===== config.mk =====
export PLATFORM = sky130hd
export DESIGN_NAME = serial_subtractor_flat
export DESIGN_NICKNAME = d
export VERILOG_FILES = /design/src/rtl/serial_subtractor_if.sv /design/src/rtl/serial_subtractor.sv /design/src/flat_wrapper.sv
export SDC_FILE = /design/constraint.sdc
export NUM_CORES = 1
export LEC_CHECK = 0
export ABC_AREA = 1
export CORE_MARGIN = 1.5
export CORE_UTILIZATION = 45
export CTS_BUF_LIST = sky130_fd_sc_hd__clkbuf_8
export DETAILED_ROUTE_END_ITERATION = 12
export HOLD_SLACK_MARGIN = 0.08
export PLACE_DENSITY = 0.82
export SLEW_MARGIN = 20
export SYNTH_ARGS = -nofsm -noshare
export SYNTH_HDL_FRONTEND = slang
export SYNTH_SLANG_ARGS = --single-unit

===== constraint.sdc =====
create_clock -name clk -period 1.6 [get_ports clk]
set_clock_uncertainty 0.2 [all_clocks]
set_input_delay 0.32 -clock clk [delete_from_list [all_inputs] [get_ports clk]]
set_output_delay 0.32 -clock clk [all_outputs]
set_load 0.01 [all_outputs]

===== src/rtl/serial_subtractor_if.sv =====
// Handshake and operand/result bundle for the bit-serial subtractor.
interface serial_subtractor_if #(
  parameter int WIDTH = 4
);
  logic             start;
  logic [WIDTH-1:0] x;
  logic [WIDTH-1:0] y;
  logic             bin;
  logic             busy;
  logic             done;
  logic [WIDTH-1:0] d;
  logic             bout;
  logic             zero;

  modport master (output start, x, y, bin, input busy, done, d, bout, zero);
  modport slave  (input start, x, y, bin, output busy, done, d, bout, zero);
endinterface


===== src/rtl/serial_subtractor.sv =====
// Bit-serial ripple-borrow subtractor: d = x - y - bin, one bit per cycle
// through a single full-subtractor cell and a borrow flop.
module serial_subtractor #(
  parameter int WIDTH = 4
) (
  input  logic                 clk,
  input  logic                 reset,
  serial_subtractor_if.slave   bus
);
  localparam int CW = (WIDTH > 2) ? $clog2(WIDTH) : 1;

  typedef enum logic [1:0] {IDLE, RUN, DONE} state_t;

  state_t           state, state_nx;
  logic [WIDTH-1:0] a_sr, b_sr, r_sr;
  logic             br;
  logic [CW-1:0]    cnt;
  logic             last;

  logic             busy_q, done_q, bout_q, zero_q;
  logic [WIDTH-1:0] d_q;

  // Full-subtractor cell on the current LSBs
  logic             a, b, s, br_nx;
  logic [WIDTH-1:0] r_nx;

  assign a     = a_sr[0];
  assign b     = b_sr[0];
  assign s     = a ^ b ^ br;
  assign br_nx = (~a & b) | (~(a ^ b) & br);
  assign r_nx  = {s, r_sr[WIDTH-1:1]};
  assign last  = (cnt == CW'(WIDTH - 1));

  // State register
  always_ff @(posedge clk) begin
    if (reset) state <= IDLE;
    else       state <= state_nx;
  end

  // Next-state logic
  always_comb begin
    state_nx = state;
    case (state)
      IDLE:    if (bus.start) state_nx = RUN;
      RUN:     if (last)      state_nx = DONE;
      DONE:    state_nx = IDLE;
      default: state_nx = IDLE;
    endcase
  end

  // Datapath: operand latch, serial shift, result capture; busy/done are
  // registered from the next state so every output comes straight off a flop.
  always_ff @(posedge clk) begin
    if (reset) begin
      a_sr   <= '0;
      b_sr   <= '0;
      r_sr   <= '0;
      br     <= 1'b0;
      cnt    <= '0;
      busy_q <= 1'b0;
      done_q <= 1'b0;
      d_q    <= '0;
      bout_q <= 1'b0;
      zero_q <= 1'b1;
    end else begin
      busy_q <= (state_nx != IDLE);
      done_q <= (state_nx == DONE);
      case (state)
        IDLE: if (bus.start) begin
          a_sr <= bus.x;
          b_sr <= bus.y;
          br   <= bus.bin;
          r_sr <= '0;
          cnt  <= '0;
        end
        RUN: begin
          a_sr <= a_sr >> 1;
          b_sr <= b_sr >> 1;
          r_sr <= r_nx;
          br   <= br_nx;
          cnt  <= cnt + 1'b1;
          // Final bit: publish result including the bit computed this cycle
          if (last) begin
            d_q    <= r_nx;
            bout_q <= br_nx;
            zero_q <= (r_nx == '0);
          end
        end
        default: ;
      endcase
    end
  end

  assign bus.busy = busy_q;
  assign bus.done = done_q;
  assign bus.d    = d_q;
  assign bus.bout = bout_q;
  assign bus.zero = zero_q;
endmodule


===== src/flat_wrapper.sv =====
// flat-port wrapper written by rule: the top's interface ports become plain ports
module serial_subtractor_flat 
#(
  parameter int WIDTH = 4
)
  (clk, reset, bus_start, bus_x, bus_y, bus_bin, bus_busy, bus_done, bus_d, bus_bout, bus_zero);
  serial_subtractor_if #(.WIDTH(WIDTH)) bus_i ();
  input  logic clk;
  input  logic reset;
  input wire logic [$bits(bus_i.start)-1:0] bus_start;
  input wire logic [$bits(bus_i.x)-1:0] bus_x;
  input wire logic [$bits(bus_i.y)-1:0] bus_y;
  input wire logic [$bits(bus_i.bin)-1:0] bus_bin;
  output wire logic [$bits(bus_i.busy)-1:0] bus_busy;
  output wire logic [$bits(bus_i.done)-1:0] bus_done;
  output wire logic [$bits(bus_i.d)-1:0] bus_d;
  output wire logic [$bits(bus_i.bout)-1:0] bus_bout;
  output wire logic [$bits(bus_i.zero)-1:0] bus_zero;
  assign bus_i.start = bus_start;
  assign bus_i.x = bus_x;
  assign bus_i.y = bus_y;
  assign bus_i.bin = bus_bin;
  assign bus_busy = bus_i.busy;
  assign bus_done = bus_i.done;
  assign bus_d = bus_i.d;
  assign bus_bout = bus_i.bout;
  assign bus_zero = bus_i.zero;
  serial_subtractor #(.WIDTH(WIDTH)) u_core (.clk(clk), .reset(reset), .bus(bus_i));
endmodule

==> results.yml <==
floorplan:
  die_area_um2: 2480
  io_pins: 20
  initial_core_util_pct: 48.8
  fp.dieW_um: 49.8
  core-area_um2: 2020
  rows: 16
  dieHeight_um: 49.8
synth:
  postSynthAreaPerCell_um2: 7.48
  syn_inst: 132
  synth_area_um2: 987
  yosysUniqueCellTypes: 22
  synth_fp_nets: 146
  ys_seq_area_share_pct: 48.7
  synth_warnings: 0
  ys_ff_latch: 24
routing:
  drtIter0Drc: 7
  wirelength_um: 1920
  dr.pass1.iters: 4
  ant_nets: 0
  vias: 870
  drc_errors: 0
  wl_per_cell_um: 10.5
  avgViaCountPerCell: 4.75
min_path:
  hold_path.class: "flop to flop"
  min_from: "u_core.bus.zero"
timing:
  post-route-period-util_pct: 91.7
  rsz0062_at_grt: "no"
  layout_min_cycle_time_ns: 1.47
  worst_pin_slew_ns: 0.274
  finalMaxSlewViolations: 0
  hold_viol_final: 0
  setup_violations: 0
  max_freq_mhz: 682
  max_slew_margin_pct: 81.7
  setup_tns_ns: 0
cts:
  root_buffer: "clkbuf_8"
  cts_resized: 8
  cts.path.max_buffers: 2
  h-tree-depth: 1
  cts_buffers: 3
  numClockSinks: 24
  cts_tree: "done"
  clk_latency_ns: 0.26
  ctsHoldBuffers: 0
  clk_pin_slew_ns: 0.08
  cts_setup_buffers: 0
finish:
  nets: 171
  utilization_pct: 62.8
  antennaDiodeCount: 0
  layout_commonest_cell: "nand2_1"
  final_cell_mix: "nand2_1 (36), dfxtp_1 (24), nor2_1 (14)"
  drive_above_1_share_pct: 10.9
  syn2layout_area_growth_pct: 28.6
place:
  gp_congestion: 0.796
  place.detailed.hpwl_um: 1510
  port_buffers: 19
critical_path:
  crit_chain: "inv_1 -> fa_1 -> nand2_1 -> a21oi_1"
  endpoint: "u_core.r_sr[3]"
  startpoint_type: "flop"
  critPathBufInv: 1
  slowest_stage: "fa_1"
  startpoint: "u_core.b_sr[0]"
  crit_family: "adder cells"
  r2r-end: "u_core.r_sr[3]"
  rr_worst_depth: 4
  critPathRequiredTime_ns: 1.59
  worst_setup_path_end_kind: "flop"
  path_class: "flop to flop"
  path_depth: 4
  rr_startpoint: "u_core.b_sr[0]"
  critPathArrivalTime_ns: 1.46
  path_max_fanout: 3
  slowest_delay_ns: 0.59
  rrSetupSlack_ns: 0.13
power:
  p_leak_uw: 0.000584
  ir_drop_v: 0.000592
  p_per_area_nw_per_um2: 950
  power_uw: 1210
global_routing:
  grt.total_usage_pct: 17.8
  grt_first_pass_wirelength_um: 3440
  grt_max_degree: 14
  grt_pass1_vias: 851
  antenna_found_initial: 0
  grt.overflow.total: 0
run:
  maxCapViolations: 0
outcome:
  status: "finished clean"
==> sequential cells by signal, indices dropped and copies added, names as in the netlist <==
| register | cells |
|---|---|
| u_core.bus.bout | 1 |
| u_core.a_sr | 4 |
| u_core.br | 1 |
| u_core.bus.d | 4 |
| u_core.cnt | 2 |
| u_core.bus.zero | 1 |
| u_core.bus.busy | 1 |
| u_core.r_sr | 3 |
| u_core.bus.done | 1 |
| u_core.state | 2 |
| u_core.b_sr | 4 |
==> power breakdown <==
group          leakage (uW)  switching, uW  internal [uW]  total, uW
combinational      0.000359           87.3           78.6        166
sequential         0.000196           19.2            626        645
clock             0.0000288            176            219        395
total              0.000584            282            924       1210
==> synth_stat cells (all sizes together) <==
cell type | count | share of area [%]
fa | 1 | 2.0
dfxtp | 24 | 49
a21oi | 10 | 5.1
inv | 15 | 5.7
clkinv | 1 | 0.51
nand2 | 37 | 15
o21a | 1 | 0.76
buf | 2 | 1.6
nand3 | 12 | 6.1
nor2 | 16 | 7.1
o21ai | 5 | 2.9
nor3 | 4 | 2.0
or2 | 1 | 0.63
ha | 1 | 1.3
clkbuf | 2 | 0.76
==> cells by family (layout without fill, tap and decap cells) <==
group           after synthesis  count (layout)  share of synthesized area (%)
simple gates                 70              70                           30.7
flops                        24              24                           48.7
buf+inv                      20              44                           8.62
compound gates               16              16                           8.74
fa+ha+maj                     2               2                           3.30
==> metrics by stage <==
stage / hold slack (ns) / instance area (um^2) / cells / setup WS [ns]
final: 0.268 / 1270 / 183 / 0.133
after global routing: 0.289 / 1270 / 183 / 0.0418
after CTS: 0.270 / 1270 / 183 / 0.125
after detailed placement: 0.259 / 1220 / 179 / -0.102
after global placement: 0.247 / 1220 / 179 / -0.0525
after floorplan: 0.208 / 987 / 132 / 0.226
==> worst min path at each step <==
| stage | to | slack (ns) | cells past startpoint |
|---|---|---|---|
| 6_report | u_core.bus.zero | 0.27 | 2 |
| 5_1_grt | u_core.bus.d[3] | 0.29 | 2 |
| 4_1_cts | u_core.bus.d[3] | 0.27 | 2 |
| 3_5_place_dp | u_core.bus.d[3] | 0.26 | 2 |
| 3_3_place_gp | u_core.bus.zero | 0.25 | 2 |
| 2_1_floorplan | u_core.bus.zero | 0.21 | 2 |
==> routing by layer <==
layer	global-route usage (%)	wire [um]	vias up
met4	4.63	0	0
met3	4.85	82	0
met1	20.7	855	390
met5	0	0	-
met2	32.0	977	20
li1	-	-	460
==> area by class of cell <==
cell class,instances,area [um^2]
Clock buffer,4,55.1
Fill cell,204,752
Inverter,16,61.3
Multi-Input combinational cell,88,422
Sequential cell,24,480
Tap cell,27,33.8
Timing Repair Buffer,24,218
==> worst register-to-register path: stages (launching register included) <==
cell     delay (ns)
dfxtp_1        0.34
inv_1          0.06
fa_1           0.59
nand2_1        0.07
a21oi_1        0.14
(Power assumes the default switching activity.)
